File: src/rtl/kolache_mux_pkg.sv
// Shared definitions for the 16:1 select mux and its 1:16 register demux.
// Latency: n/a (types, constants and pure functions only).
// Backpressure: n/a.
package kolache_mux_pkg;

    localparam int MUX_N = 16;

    typedef enum logic [1:0] {
        IDLE = 2'd0,
        SCAN = 2'd1,
        DONE = 2'd2
    } state_t;

    // The mux select bus is the bit-reversed index: sel[0] carries index bit 3.
    function automatic logic [3:0] mux_sel_to_idx(input logic [3:0] sel);
        return {sel[0], sel[1], sel[2], sel[3]};
    endfunction

    // Bit reversal is its own inverse, so the same mapping serves both ways.
    function automatic logic [3:0] idx_to_mux_sel(input logic [3:0] idx);
        return mux_sel_to_idx(idx);
    endfunction

endpackage

File: src/rtl/dec4to16.sv
// 4-bit index to 16-bit one-hot write strobe, gated by an enable.
// Latency: combinational.
// Backpressure: none; en low forces an all-zero strobe.
//   idx    : bit index to select (plain binary, not mux encoding)
//   en     : strobe enable
//   onehot : single set bit at position idx when en is high
module dec4to16
    import kolache_mux_pkg::*;
(
    input  logic [3:0]       idx,
    input  logic             en,
    output logic [MUX_N-1:0] onehot
);

    always_comb begin
        onehot      = '0;
        onehot[idx] = en;
    end

endmodule

File: src/rtl/demux16_sreg.sv
// Registered 1:16 demux: direct addressed write or 16-beat scan into held bits.
// Latency: y updates one edge after load / valid beat; done one edge after last beat or abort.
// Backpressure: din_valid low stalls the scan; load/scan_start are dropped outside IDLE.
//   clk, rst   : clock, synchronous active-high reset
//   din        : data bit to route
//   s          : direct-write address in mux encoding
//   load       : direct write (IDLE only)
//   scan_start : start a 16-beat scan (IDLE only, beats load)
//   din_valid  : qualifies din during a scan
//   scan_abort : end a scan early (beats a concurrent valid beat)
//   y          : held output bits, y[i] pairs with mux input a<i>
//   s_mux      : index the next scan beat writes, in mux encoding
//   busy       : scan in progress
//   done       : one-cycle pulse when a scan completes or aborts
module demux16_sreg
    import kolache_mux_pkg::*;
#(
    parameter logic [15:0] RESET_VAL = 16'h0000
) (
    input  logic        clk,
    input  logic        rst,
    input  logic        din,
    input  logic [3:0]  s,
    input  logic        load,
    input  logic        scan_start,
    input  logic        din_valid,
    input  logic        scan_abort,
    output logic [15:0] y,
    output logic [3:0]  s_mux,
    output logic        busy,
    output logic        done
);

    state_t           state;
    logic [3:0]       cnt;
    logic [3:0]       wr_idx;
    logic             wr_en;
    logic [MUX_N-1:0] wr_strobe;

    // One decoder serves both write paths; the state picks the address source.
    always_comb begin
        wr_idx = mux_sel_to_idx(s);
        wr_en  = 1'b0;
        case (state)
            IDLE: wr_en = load & ~scan_start;
            SCAN: begin
                wr_idx = cnt;
                wr_en  = din_valid & ~scan_abort;
            end
            default: wr_en = 1'b0;
        endcase
    end

    dec4to16 u_dec (
        .idx    (wr_idx),
        .en     (wr_en),
        .onehot (wr_strobe)
    );

    always_ff @(posedge clk) begin
        if (rst) begin
            state <= IDLE;
            cnt   <= 4'd0;
            y     <= RESET_VAL;
        end else begin
            y <= (y & ~wr_strobe) | (wr_strobe & {MUX_N{din}});
            case (state)
                IDLE: begin
                    if (scan_start) begin
                        cnt   <= 4'd0;
                        state <= SCAN;
                    end
                end
                SCAN: begin
                    if (scan_abort) begin
                        // Clear cnt so s_mux reads 0 once the scan is over.
                        cnt   <= 4'd0;
                        state <= DONE;
                    end else if (din_valid) begin
                        cnt <= cnt + 4'd1;  // wraps to 0 after beat 15
                        if (cnt == 4'd15) begin
                            state <= DONE;
                        end
                    end
                end
                DONE:    state <= IDLE;
                default: state <= IDLE;
            endcase
        end
    end

    assign s_mux = idx_to_mux_sel(cnt);
    assign busy  = (state == SCAN);
    assign done  = (state == DONE);

endmodule
File: config.mk
export PLATFORM = sky130hd
export DESIGN_NAME = demux16_sreg
export DESIGN_NICKNAME = d
export VERILOG_FILES = /design/src/rtl/kolache_mux_pkg.sv /design/src/rtl/dec4to16.sv /design/src/rtl/demux16_sreg.sv
export SDC_FILE = /design/constraint.sdc
export NUM_CORES = 1
export LEC_CHECK = 0
export ABC_AREA = 1
export BUFFER_PORTS_ARGS = -buffer_cell sky130_fd_sc_hd__buf_2
export CORE_AREA = 5 5 79 45
export CTS_CLUSTER_DIAMETER = 60
export DETAILED_ROUTE_END_ITERATION = 12
export DIE_AREA = 0 0 84 50
export PLACE_DENSITY_LB_ADDON = 0.3
export SLEW_MARGIN = 15
export SYNTH_ARGS = -nofsm -noshare
export SYNTH_HDL_FRONTEND = slang
export SYNTH_SLANG_ARGS = --single-unit
File: constraint.sdc
create_clock -name clk -period 2.1 [get_ports clk]
set_clock_uncertainty 0.2 [all_clocks]
set_input_delay 0.42 -clock clk [delete_from_list [all_inputs] [get_ports clk]]
set_output_delay 0.42 -clock clk [all_outputs]
set_load 0.1 [all_outputs]
==> flow_metrics.env <==
export IMPL_core_area_um2=2803
export IMPL_finalSetupViolations=0
export IMPL_synth_fa_ha_area_share_pct=0.8598
export IMPL_met2_usage_pct=21.64
export IMPL_synth_seq_cells=22
export IMPL_route_final_wire_length_mm=3.435
export IMPL_postCtsSetupRepairBufs=0
export IMPL_ir_drop_mv=0.3246
export IMPL_ioPinCount=33
export IMPL_period_share_pct=93.72
export IMPL_setup_tns_ns=0
export IMPL_synth_cells=247
export IMPL_antennaDiodeCount=0
export IMPL_cts_tree="done"
export IMPL_power_leakage_nw=0.8828
export IMPL_grtUsageMet1_pct=25.37
export IMPL_antenna_found_initial=0
export IMPL_drv_cap=0
export IMPL_routedWlPerCell_um=10.87
export IMPL_yosysUniqueCellTypes=22
export IMPL_synth_xor_area_share_pct=0
export IMPL_syn2layout_area_growth_pct=15.91
export IMPL_whs_ns=0.2195
export IMPL_drtAntennaViolNets=0
export IMPL_fillCellCount=298
export IMPL_dp_final_hpwl_mm=2.644
export IMPL_port_buffers=32
export IMPL_power_mw=1.213
export IMPL_clock_path_buffers=2
export IMPL_hold_path_class="input port to flip-flop"
export IMPL_final_nets=289
export IMPL_die_area_um2=4200
export IMPL_grt_pass1_wl_mm=5.637
export IMPL_rows=14
export IMPL_syn_area_um2=1455
export IMPL_drive_gt1_share_pct=21.01
export IMPL_crit_required_ns=1.48
export IMPL_avgSynthCellArea_um2=5.891
export IMPL_critPathMaxFanout=12
export IMPL_grt_ovfl_total=0
export IMPL_slew_headroom_pct=67.66
export IMPL_cp_start_kind="flip-flop"
export IMPL_cts_buffers=3
export IMPL_cts_sinks=22
export IMPL_layout_min_cycle_time_ns=1.968
export IMPL_dr_pass1_iters=5
export IMPL_yosysSeqAreaShare_pct=30.27
export IMPL_power_density_nw_per_um2=719.4
export IMPL_grt_pass1_vias=1232
export IMPL_slowest_stage="dfxtp_1"
export IMPL_synth_top_family_by_area="simple AND/OR/NAND/NOR gates"
export IMPL_cts_htree_levels=1
export IMPL_die_w_um=84
export IMPL_met3_usage_pct=4.659
export IMPL_synth_edf_count=0
export IMPL_synth_fp_nets=259
export IMPL_yosys_warnings=0
export IMPL_synth_compound_area_share_pct=3.095
export IMPL_outcome="finished clean"
export IMPL_multiInputGateArea_um2=777.0
export IMPL_drtIter0Drc=166
export IMPL_final_max_slew_viol_count=0
export IMPL_gp_congestion=0.9050
export IMPL_ff_latch_area_um2=441.7
export IMPL_worstPathCellList="inv_2 > nand2_2 > inv_1 > buf_12"
export IMPL_cts_root_buffer="clkbuf_8"
export IMPL_grt_busiest_layer="met1"
export IMPL_start_util_pct=51.92
export IMPL_critPathKind="flip-flop to output port"
export IMPL_cp_end_kind="output port"
export IMPL_die_y_um=50
export IMPL_drc=0
export IMPL_synth_simple_area_share_pct=48.93
export IMPL_cp_data_arrival_time_ns=1.35
export IMPL_grt_max_degree=33
export IMPL_worst_pin_slew_ns=0.4884
export IMPL_clk_latency_ns=0.27
export IMPL_hold_viol=0
export IMPL_rsz0062_at_grt="false"
export IMPL_synth_mux_area_share_pct=0
export IMPL_routed_via_density=4.842
export IMPL_num_vias=1530
export IMPL_slowest_delay_ns=0.33
export IMPL_ys_async_sr_fraction_pct=0
export IMPL_synthFlopType="dfxtp_1"
export IMPL_clk_pin_slew_ns=0.08
export IMPL_maxClockFrequency_ghz=0.5081
export IMPL_track_usage_pct=16.45
## timing repair
action | 4_1_cts | 5_1_grt
resized for setup | 0 | 1
setup endpoints to repair | 0 | 1
hold buffers | 0 | 0
## cells in the mapped netlist, types with 2 or more instances
cell,instances,area [um2]
inv_1,45,168.9
a21oi_1,5,25.02
nand2_2,7,43.79
dfxtp_1,22,440.4
nor2_2,7,43.79
nand3_1,41,205.2
inv_2,2,7.510
nor2_1,38,142.6
nor3_1,2,10.01
nand3_2,2,20.02
nand2_1,59,221.5
o21ai_0,4,20.02
buf_6,4,45.04
## report_power, final
group | total (mW) | internal [mW] | switching, mW | leakage, nW
Combinational | 0.453 | 0.0989 | 0.354 | 0.675
Sequential | 0.455 | 0.438 | 0.0177 | 0.179
Clock | 0.306 | 0.167 | 0.138 | 0.0288
Total | 1.21 | 0.704 | 0.509 | 0.883
## logic make-up after synthesis
kind of cell	after synthesis
AND/OR/NAND/NOR	159
buffers and inverters	56
flip-flops	22
AO/OA/AOI/OAI	9
adder cells (fa/ha/maj)	1
## critical path: cells and delay by family (launching register included)
kind	cells	cell delay (ns)
simple gates	1	0.22
flops	1	0.33
buf+inv	3	0.52
## final cells by class
type	instances	share of cell area (%)
multi-input cells	169	46.07
flip-flops and latches	22	26.19
repair buffers	33	10.83
inverters	48	10.68
clock buffers	4	3.264
well taps	40	2.967
## metal layers
layer | vias to the layer above | share of wire (%)
li1 | 809 | -
met2 | 61 | 37
met4 | 0 | 0.79
met3 | 5 | 7.8
met5 | - | 0
met1 | 655 | 54
## through the flow
step / setup slack [ns] / instance area [um2] / util [%] / std cells
5_1_grt: 0.06044 / 1687 / 60.18 / 316
3_3_place_gp: 0.2480 / 1627 / 58.04 / 312
3_5_place_dp: 0.1929 / 1627 / 58.04 / 312
6_report: 0.1319 / 1687 / 60.18 / 316
4_1_cts: 0.1618 / 1682 / 60.00 / 316
2_1_floorplan: 0.004509 / 1459 / - / 247
## cells in the final DEF (no fill, tap or decap)
cell / count
nand2_4: 1
buf_4: 1
o21ai_0: 4
nand2_1: 59
a21oi_1: 5
nand3_1: 41
buf_12: 1
nor2_4: 1
nor2_2: 7
nor2_1: 37
nand4_1: 1
inv_1: 45
nor3_1: 2
nor3b_1: 1
inv_2: 2
clkbuf_8: 4
clkinv_1: 1
buf_2: 31
ha_1: 1
dfxtp_1: 21
nand2_2: 7
dfxtp_2: 1
nand3_2: 2
## final timing paths
check | from | to | slack, ns | depth (start not counted)
max | state[1]$_SDFFE_PP0P_ | busy | 0.13 | 4
min | rst | cnt[3]$_SDFFE_PP0P_ | 0.22 | 2
max reg2reg | state[1]$_SDFFE_PP0P_ | flip-flop | 0.22 | 9
min reg2reg | flip-flop | flip-flop | 0.31 | 4
No activity file was read; power rests on OpenSTA's default activity.
